**src/rtl/uart_gen.sv**
```systemverilog
// uart_gen: parametrised full-duplex UART with configurable data width and stop bits.
// It also provides a 2-FF RXD synchroniser, a glitch-rejecting start detector and
// framing-error reporting.
// Defining UART_PARITY_EN adds a parity bit, the parity_odd and recv_perr ports,
// and the PARITY states.
module uart_gen #(
  parameter int CLK_DIV   = 1302,
  parameter int DIV_WIDTH = 11,
  parameter int DATA_BITS = 8,
  parameter int STOP_BITS = 1
) (
  input  logic                 clock,
  input  logic                 reset,
  output logic                 uart_txd,
  input  logic                 uart_rxd,
  input  logic                 send_en,
  input  logic [DATA_BITS-1:0] send_data,
  output logic                 send_ready,
  output logic                 recv_en,
  output logic [DATA_BITS-1:0] recv_data,
  output logic                 recv_ferr
`ifdef UART_PARITY_EN
  ,
  input  logic                 parity_odd,
  output logic                 recv_perr
`endif
);

  localparam int IDX_W = $clog2(DATA_BITS);
  localparam logic [DIV_WIDTH-1:0] DIV_RELOAD  = DIV_WIDTH'(CLK_DIV - 1);
  localparam logic [DIV_WIDTH-1:0] HALF_RELOAD = DIV_WIDTH'((CLK_DIV >> 1) - 1);
  localparam logic [IDX_W-1:0]     LAST_IDX    = IDX_W'(DATA_BITS - 1);
  localparam logic [0:0]           LAST_STOP   = 1'(STOP_BITS - 1);

  typedef enum logic [2:0] {
    TX_IDLE,
    TX_START,
    TX_DATA,
`ifdef UART_PARITY_EN
    TX_PARITY,
`endif
    TX_STOP
  } tx_state_t;

  typedef enum logic [2:0] {
    RX_IDLE,
    RX_START,
    RX_DATA,
`ifdef UART_PARITY_EN
    RX_PARITY,
`endif
    RX_STOP,
    RX_WAIT_HIGH
  } rx_state_t;

  // ---------------- transmitter ----------------
  tx_state_t              tx_state, tx_state_n;
  logic [DIV_WIDTH-1:0]   tx_cnt, tx_cnt_n;
  logic [DATA_BITS-1:0]   tx_shift, tx_shift_n;
  logic [IDX_W-1:0]       tx_idx, tx_idx_n;
  logic [0:0]             tx_stop, tx_stop_n;
  logic                   txd_q, txd_n;
`ifdef UART_PARITY_EN
  logic                   tx_par, tx_par_n;
`endif

  assign uart_txd   = txd_q;
  assign send_ready = (tx_state == TX_IDLE);

  // TX next-state logic: the divider only runs while a frame is in flight, and the
  // output bit is chosen from the next state so uart_txd comes straight from a flop.
  always_comb begin
    tx_state_n = tx_state;
    tx_cnt_n   = tx_cnt;
    tx_shift_n = tx_shift;
    tx_idx_n   = tx_idx;
    tx_stop_n  = tx_stop;
    txd_n      = 1'b1;
`ifdef UART_PARITY_EN
    tx_par_n   = tx_par;
`endif
    if (tx_state == TX_IDLE) begin
      tx_cnt_n = DIV_RELOAD;
      if (send_en) begin
        tx_state_n = TX_START;
        tx_shift_n = send_data;
        tx_idx_n   = '0;
        tx_stop_n  = '0;
`ifdef UART_PARITY_EN
        tx_par_n   = (^send_data) ^ parity_odd;
`endif
      end
    end else if (tx_cnt != '0) begin
      tx_cnt_n = tx_cnt - DIV_WIDTH'(1);
    end else begin
      tx_cnt_n = DIV_RELOAD;
      case (tx_state)
        TX_START: tx_state_n = TX_DATA;
        TX_DATA: begin
          if (tx_idx == LAST_IDX) begin
`ifdef UART_PARITY_EN
            tx_state_n = TX_PARITY;
`else
            tx_state_n = TX_STOP;
`endif
          end else begin
            tx_shift_n = tx_shift >> 1;
            tx_idx_n   = tx_idx + IDX_W'(1);
          end
        end
`ifdef UART_PARITY_EN
        TX_PARITY: tx_state_n = TX_STOP;
`endif
        TX_STOP: begin
          if (tx_stop == LAST_STOP) tx_state_n = TX_IDLE;
          else                      tx_stop_n  = tx_stop + 1'b1;
        end
        default: tx_state_n = TX_IDLE;
      endcase
    end

    case (tx_state_n)
      TX_START:  txd_n = 1'b0;
      TX_DATA:   txd_n = tx_shift_n[0];
`ifdef UART_PARITY_EN
      TX_PARITY: txd_n = tx_par_n;
`endif
      default:   txd_n = 1'b1;
    endcase
  end

  // TX state register; reset aborts any frame and returns the line to idle-high.
  always_ff @(posedge clock) begin
    if (reset) begin
      tx_state <= TX_IDLE;
      tx_cnt   <= DIV_RELOAD;
      tx_shift <= '0;
      tx_idx   <= '0;
      tx_stop  <= '0;
      txd_q    <= 1'b1;
`ifdef UART_PARITY_EN
      tx_par   <= 1'b0;
`endif
    end else begin
      tx_state <= tx_state_n;
      tx_cnt   <= tx_cnt_n;
      tx_shift <= tx_shift_n;
      tx_idx   <= tx_idx_n;
      tx_stop  <= tx_stop_n;
      txd_q    <= txd_n;
`ifdef UART_PARITY_EN
      tx_par   <= tx_par_n;
`endif
    end
  end

  // ---------------- receiver ----------------
  logic                   sync_q, rxs;
  rx_state_t              rx_state, rx_state_n;
  logic [DIV_WIDTH-1:0]   rx_cnt, rx_cnt_n;
  logic [DATA_BITS-1:0]   rx_shift, rx_shift_n;
  logic [IDX_W-1:0]       rx_idx, rx_idx_n;
  logic                   recv_en_n, recv_ferr_n;
  logic [DATA_BITS-1:0]   recv_data_n;
`ifdef UART_PARITY_EN
  logic                   rx_perr, rx_perr_n, recv_perr_n;
`endif

  // Two-flop synchroniser for the asynchronous serial input; idles high.
  always_ff @(posedge clock) begin
    if (reset) begin
      sync_q <= 1'b1;
      rxs    <= 1'b1;
    end else begin
      sync_q <= uart_rxd;
      rxs    <= sync_q;
    end
  end

  // RX next-state logic: sample at mid-bit, reject short start pulses, report the frame
  // on the first stop bit, and stall in WAIT_HIGH on a held-low line.
  always_comb begin
    rx_state_n  = rx_state;
    rx_cnt_n    = rx_cnt;
    rx_shift_n  = rx_shift;
    rx_idx_n    = rx_idx;
    recv_en_n   = 1'b0;
    recv_data_n = recv_data;
    recv_ferr_n = recv_ferr;
`ifdef UART_PARITY_EN
    rx_perr_n   = rx_perr;
    recv_perr_n = recv_perr;
`endif
    case (rx_state)
      RX_IDLE: begin
        rx_cnt_n = DIV_RELOAD;
        if (!rxs) begin
          rx_state_n = RX_START;
          rx_cnt_n   = HALF_RELOAD;
        end
      end
      RX_WAIT_HIGH: begin
        rx_cnt_n = DIV_RELOAD;
        if (rxs) rx_state_n = RX_IDLE;
      end
      default: begin
        if (rx_cnt != '0) begin
          rx_cnt_n = rx_cnt - DIV_WIDTH'(1);
        end else begin
          rx_cnt_n = DIV_RELOAD;
          case (rx_state)
            RX_START: begin
              if (!rxs) begin
                rx_state_n = RX_DATA;
                rx_idx_n   = '0;
              end else begin
                rx_state_n = RX_IDLE;
              end
            end
            RX_DATA: begin
              rx_shift_n = {rxs, rx_shift[DATA_BITS-1:1]};
              if (rx_idx == LAST_IDX) begin
`ifdef UART_PARITY_EN
                rx_state_n = RX_PARITY;
`else
                rx_state_n = RX_STOP;
`endif
              end else begin
                rx_idx_n = rx_idx + IDX_W'(1);
              end
            end
`ifdef UART_PARITY_EN
            RX_PARITY: begin
              rx_perr_n  = rxs ^ (^rx_shift) ^ parity_odd;
              rx_state_n = RX_STOP;
            end
`endif
            RX_STOP: begin
              recv_en_n   = 1'b1;
              recv_data_n = rx_shift;
              recv_ferr_n = ~rxs;
`ifdef UART_PARITY_EN
              recv_perr_n = rx_perr;
`endif
              rx_state_n  = rxs ? RX_IDLE : RX_WAIT_HIGH;
            end
            default: rx_state_n = RX_IDLE;
          endcase
        end
      end
    endcase
  end

  // RX state and output registers; reset drops any partial frame without a pulse.
  always_ff @(posedge clock) begin
    if (reset) begin
      rx_state  <= RX_IDLE;
      rx_cnt    <= DIV_RELOAD;
      rx_shift  <= '0;
      rx_idx    <= '0;
      recv_en   <= 1'b0;
      recv_data <= '0;
      recv_ferr <= 1'b0;
`ifdef UART_PARITY_EN
      rx_perr   <= 1'b0;
      recv_perr <= 1'b0;
`endif
    end else begin
      rx_state  <= rx_state_n;
      rx_cnt    <= rx_cnt_n;
      rx_shift  <= rx_shift_n;
      rx_idx    <= rx_idx_n;
      recv_en   <= recv_en_n;
      recv_data <= recv_data_n;
      recv_ferr <= recv_ferr_n;
`ifdef UART_PARITY_EN
      rx_perr   <= rx_perr_n;
      recv_perr <= recv_perr_n;
`endif
    end
  end

endmodule

```
**config.mk**
```make
export PLATFORM = sky130hd
export DESIGN_NAME = uart_gen
export DESIGN_NICKNAME = d
export VERILOG_FILES = /design/src/rtl/uart_gen.sv
export SDC_FILE = /design/constraint.sdc
export NUM_CORES = 1
export LEC_CHECK = 0
export ABC_AREA = 1
export CAP_MARGIN = 5
export CORE_UTILIZATION = 60
export CTS_CLUSTER_DIAMETER = 120
export DETAILED_ROUTE_END_ITERATION = 8
export PLACE_DENSITY = 0.82
export SKIP_LAST_GASP = 1
export SYNTH_ARGS = -nofsm -noshare
export SYNTH_HDL_FRONTEND = slang
export SYNTH_SLANG_ARGS = --single-unit
```
**constraint.sdc**
```tcl
create_clock -name clock -period 3.1 [get_ports clock]
set_input_delay 0.465 -clock clock [delete_from_list [all_inputs] [get_ports clock]]
set_output_delay 0.465 -clock clock [all_outputs]
set_load 0.03 [all_outputs]
```
# Word-level counts from Yosys, hierarchy flattened
# Index checks and enable logic that the tools add are counted.
op_classes:
  n_addsub: 5
  n_eq_ne: 20
  n_mux: 37
  bitwise_logic: 4
  n_reduce_logical: 16
ops:
  columns: ["op", "n"]
  rows:
  - ["2-to-1 mux 3 bit", 17]
  - ["2-to-1 mux 8 bit", 5]
  - ["2-to-1 mux 11 bit", 2]
  - ["case mux 11 bit (2 select lines)", 1]
  - ["nonzero test 11 bit", 2]
  - ["subtractor 11 x 1 -> 11 bit, second input constant", 2]
  - ["case mux 3 bit (3 select lines)", 2]
  - ["equality test 3 x 2 -> 1 bit, second input constant", 5]
  - ["!= test 2 bit, second input constant", 7]
  - ["case mux 3 bit (2 select lines)", 2]
  - ["equality test 3 x 1 -> 1 bit, second input constant", 3]
  - ["equality test 3 bit, second input constant", 3]
  - ["AND reduction 3 bit", 3]
  - ["AND reduction 4 bit", 2]
  - ["adder 3 x 1 -> 3 bit, second input constant", 2]
  - ["zero test 3 bit", 2]
  - ["2-to-1 mux 1 bit", 6]
  - ["nonzero test 2 bit", 3]
  - ["AND reduction 5 bit", 1]
  - ["!= test 4 x 2 -> 1 bit, second input constant", 1]
  - ["inverter 1 bit", 4]
  - ["OR reduction 4 bit", 1]
  - ["!= test 3 x 1 -> 1 bit, second input constant", 1]
  - ["OR reduction 3 bit", 1]
  - ["4 further kinds", 4]
word_totals:
  ff_bits: 64
  inputBits: 12
  out_inout_bits: 12
  elab_cells: 98

# Depth between registers and ports, before layout
depth:
  depth_word: 7
  ltp_mapped: 11
  ltp_nobuf: 11

# Worst setup path before layout
# OpenSTA, ideal clock, no wires.
synth_path:
  path_type: "register to register"
  from: "register tx_cnt[0]"
  to: "register txd_q, in the netlist uart_txd"
  setup_time_ns: 0.120
  arrival_ns: 1.277
  required_time_ns: 2.980
  setup_slack_ns: 1.703
  path_stages_with_launch: 10
  n_path_buf: 0
  period_less_slack_ns: 1.397
  cell_sequence: "dfxtp_1 inv_1 ha_1 nand2_1 nor2_2 nand2_1 o21ai_1 nand2_1 nand2_1 nand3_1"
synth_via:
  elab_chain_cells: 5
  elab_cells_between_ends: 8
  cone_classes: "eq/ne (2); mux (5); reduce/logical (1)"
synth_rtl:
  columns: ["element", "line_no", "text"]
  rows:
  - ["start: declaration", "58", "logic [DIV_WIDTH-1:0] tx_cnt, tx_cnt_n;"]
  - ["start signal: assignment", "146", "tx_cnt <= tx_cnt_n;"]
  - ["nonzero test 11 bit (*)", "93", "end else if (tx_cnt != '0) begin"]
  - ["2-to-1 mux 3 bit", "93", null]
  - ["2-to-1 mux 3 bit", "82", "if (tx_state == TX_IDLE) begin"]
  - ["equality test 3 x 2 -> 1 bit or equality test 3 x 1 -> 1 bit (tied branches)", "122", "case (tx_state_n)"]
  - ["case mux 1 bit (2 select lines) (*)", "122", null]
  - ["end signal: assignment", "150", "txd_q <= txd_n;"]
  - ["end: declaration", "62", "logic txd_q, txd_n;"]
# Every way passes the cells marked *; elsewhere a longest branch is shown, timed or not. The select of a mux whose other input is x is not followed.
# A chain may end at the register's enable or synchronous reset.

# Final worst setup path
layout_path:
  from: "register tx_state[1]"
  to: "output port send_ready"
layout_via:
  elab_chain_cells: 1
layout_rtl:
  columns: ["element", "line_no", "text"]
  rows:
  - ["start: declaration", "57", "tx_state_t tx_state, tx_state_n;"]
  - ["start signal: assignment", "145", "tx_state <= tx_state_n;"]
  - ["zero test 3 bit", "68", "assign send_ready = (tx_state == TX_IDLE);"]
  - ["end: declaration", "18", "output logic send_ready,"]
# No other way between the ends.

==> flow_metrics.py <==
metrics = {
    "place": {
        "place_area_um2": 3200,
        "place.gp.congestion": 0.835,
        "portBuffers": 23,
        "dpl.hpwl_um": 3880,
    },
    "logic_synthesis": {
        "syn-mean-instance-area_um2": 7.83,
        "synth.top_cells.by_area": "dfxtp_1, nand2_1, nor2_1",
        "syn_area_um2": 2920,
        "synth_flop_cell": "dfxtp_1",
        "synth_seq_cells": 63,
        "syn_nets": 393,
        "synth_top_cell_by_area": "dfxtp_1",
        "ys_types": 32,
        "synthCells": 373,
        "synth_top_area_share": 0.432,
        "yosys_warnings": 0,
        "ys_seq_area_frac": 0.432,
        "synth_edf_count": 0,
        "synthArstFlopShare": 0,
    },
    "global_routing": {
        "grt_max_degree": 27,
        "antenna_found_initial": 0,
        "gr-total-overflow": 0,
        "gr-usage-all-layers": 0.240,
        "grt_pass1_wl_um": 9560,
        "grt_pass1_vias": 2285,
    },
    "finish": {
        "area.growth.synth_to_final_pct": 17.3,
        "final_util": 0.730,
        "antenna_cells": 0,
        "drive_gt1_frac": 0.174,
        "fin_nets": 423,
        "finalInstanceArea_um2": 3430,
    },
    "route": {
        "wl_met3_um": 207,
        "final_antenna_net_count": 0,
        "wl_met1_um": 2570,
        "dr_total_vias": 2401,
        "top_layer_used": "met4",
        "drt_first_iter_violations": 148,
        "vias_per_cell": 5.20,
        "totalWireLength_um": 5440,
        "drc": 0,
        "dr.pass1.iters": 4,
        "wl_per_cell_um": 11.8,
        "wl_met2_um": 2530,
    },
    "critical_path": {
        "cpPeakStageDelay_ns": 0.68,
        "timing.rr.start": "tx_cnt[0]$_SDFF_PP1_",
        "cpMaxStageDelayCell": "clkdlybuf4s50_1",
        "required_ns": 2.63,
        "critPathKind": "register to primary output",
        "worst_setup_path_end_kind": "primary output",
        "r2r_slack_ns": 1.44,
        "crit_chain": "nor3_2 -> buf_4 -> clkdlybuf4s50_1",
        "startpoint_type": "register",
        "r2r_cells": 9,
        "critPathArrivalTime_ns": 1.75,
        "worst-path-stages": 3,
        "worstReg2RegEnd": "uart_txd$_SDFF_PP1_",
        "crit_family": "buffers and inverters",
        "worst-path-buf-inv": 2,
        "critPathMaxFanout": 12,
    },
    "clock_network": {
        "clkTransAtPathRegs_ns": 0.06,
        "tritoncts": "built",
        "ctsHoldBuffers": 0,
        "clockBufferDepth": 2,
        "clk_latency_ns": 0.34,
        "cts_buffers": 9,
        "clock_sinks": 63,
        "htree_levels": 3,
        "cts_resized": 0,
        "root_buffer": "clkbuf_8",
        "post_cts_buffers": 0,
    },
    "sta": {
        "rsz0062_at_grt": "false",
        "tns_ns": 0,
        "holdWs_ns": 0.397,
        "slew_viol_final": 0,
        "fin_worst_skew_ns": 0.00785,
        "clock.fmax_mhz": 451,
        "min_period_over_period": 0.714,
        "setup_viol": 0,
        "slew_headroom": 0.713,
        "worstMarginPinSlew_ns": 0.429,
        "min_period_ns": 2.21,
        "hold_viol": 0,
    },
    "die": {
        "fp.coreArea_um2": 4690,
        "die_w_um": 71.8,
        "die_area_um2": 5150,
        "die_h_um": 71.8,
        "initial_utilization": 0.623,
        "rows": 25,
        "ios": 24,
    },
    "power": {
        "p_leak_uw": 0.00144,
        "vdd_drop_max_mv": 0.404,
        "power_density_nw_per_um2": 625,
        "finalPower_uw": 2140,
    },
    "min_path": {
        "worstHoldStart": "tx_cnt[0]$_SDFF_PP1_",
        "hp-class": "register to register",
        "hold_path_end": "tx_cnt[0]$_SDFF_PP1_",
        "worst_hold_path.num_cells": 1,
    },
    "outcome": {
        "status": "completed",
    },
    "job": {
        "max_cap_violations": 0,
    },
}
## report_power, final
part	leakage (uW)	switching, uW	internal, uW	total [uW]
registers	0.000513	48.5	869	918
clock network	0.000114	297	496	793
logic	0.000813	285	143	428
## cells in the mapped netlist (5+ instances only)
cell / n
dfxtp_1: 63
nand2_1: 55
nor2_1: 49
inv_1: 42
nand3_1: 19
a21oi_1: 17
o21ai_0: 16
o21ai_1: 16
inv_2: 14
a211oi_2: 8
ha_1: 8
nor3_1: 8
nor2_2: 7
nor3_2: 7
nor2_4: 6
xor2_1: 6
nand4_1: 5
## cells in the final DEF (no fill, tap or decap), types with 7 or more instances in the layout
master / count
dfxtp_1: 63
inv_1: 42
nand2_1: 55
a21oi_1: 17
nor2_2: 7
clkbuf_8: 11
o21ai_0: 16
nor3_1: 8
o21ai_1: 16
clkdlybuf4s50_1: 23
inv_2: 14
ha_1: 8
a211oi_2: 8
nor3_2: 7
nand3_1: 19
nor2_1: 49
## worst max path at each step
stage / from / to / slack, ns
after floorplan: tx_cnt[0]$_SDFF_PP1_ / uart_txd$_SDFF_PP1_ / 1.70
after global placement: reset / tx_cnt[2]$_SDFF_PP1_ / 1.28
after detailed placement: reset / tx_cnt[2]$_SDFF_PP1_ / 1.25
after CTS: tx_state[1]$_SDFF_PP0_ / send_ready / 0.88
after global routing: tx_state[1]$_SDFF_PP0_ / send_ready / 0.79
final: tx_state[1]$_SDFF_PP0_ / send_ready / 0.89
## through the flow
stage                     cells  setup slack (ns)
after floorplan             373              1.70
after global placement      446              1.28
after detailed placement    446              1.25
after CTS                   462             0.878
after global routing        462             0.790
final                       462             0.885
## cell families (layout without fill, tap and decap cells)
group | count (synthesis) | count (layout) | synth area share
adder cells (fa/ha/maj) | 8 | 8 | 0.0343
flip-flops | 63 | 63 | 0.432
buffers and inverters | 62 | 97 | 0.0831
XOR/XNOR | 8 | 8 | 0.0240
AO/OA/AOI/OAI | 62 | 62 | 0.131
AND/OR/NAND/NOR | 170 | 170 | 0.296
## state kept, by name, indices dropped and copies added (netlist names)
| signal | cells |
|---|---|
| recv_data | 8 |
| recv_en | 1 |
| recv_ferr | 1 |
| rx_cnt | 11 |
| rx_idx | 3 |
| rx_shift | 8 |
| rx_state | 3 |
| rxs | 1 |
| sync_q | 1 |
| tx_cnt | 11 |
| tx_idx | 3 |
| tx_shift | 8 |
| tx_state | 3 |
| uart_txd | 1 |
## metal layers
metal | track usage | vias up
met1 | 0.281 | 1077
met3 | 0.0619 | 13
met5 | 0 | -
met2 | 0.400 | 42
li1 | - | 1269
met4 | 0.131 | 0
## cell type report
class / count / area, um^2
fillers: 366 / 1270
well taps: 54 / 67.6
repair buffers: 25 / 245
clock inverters: 3 / 65.1
multi-input cells: 248 / 1420
inverters: 56 / 210
clock buffers: 13 / 159
flip-flops and latches: 63 / 1260
Note: power is estimated with default switching activity, not from simulation.
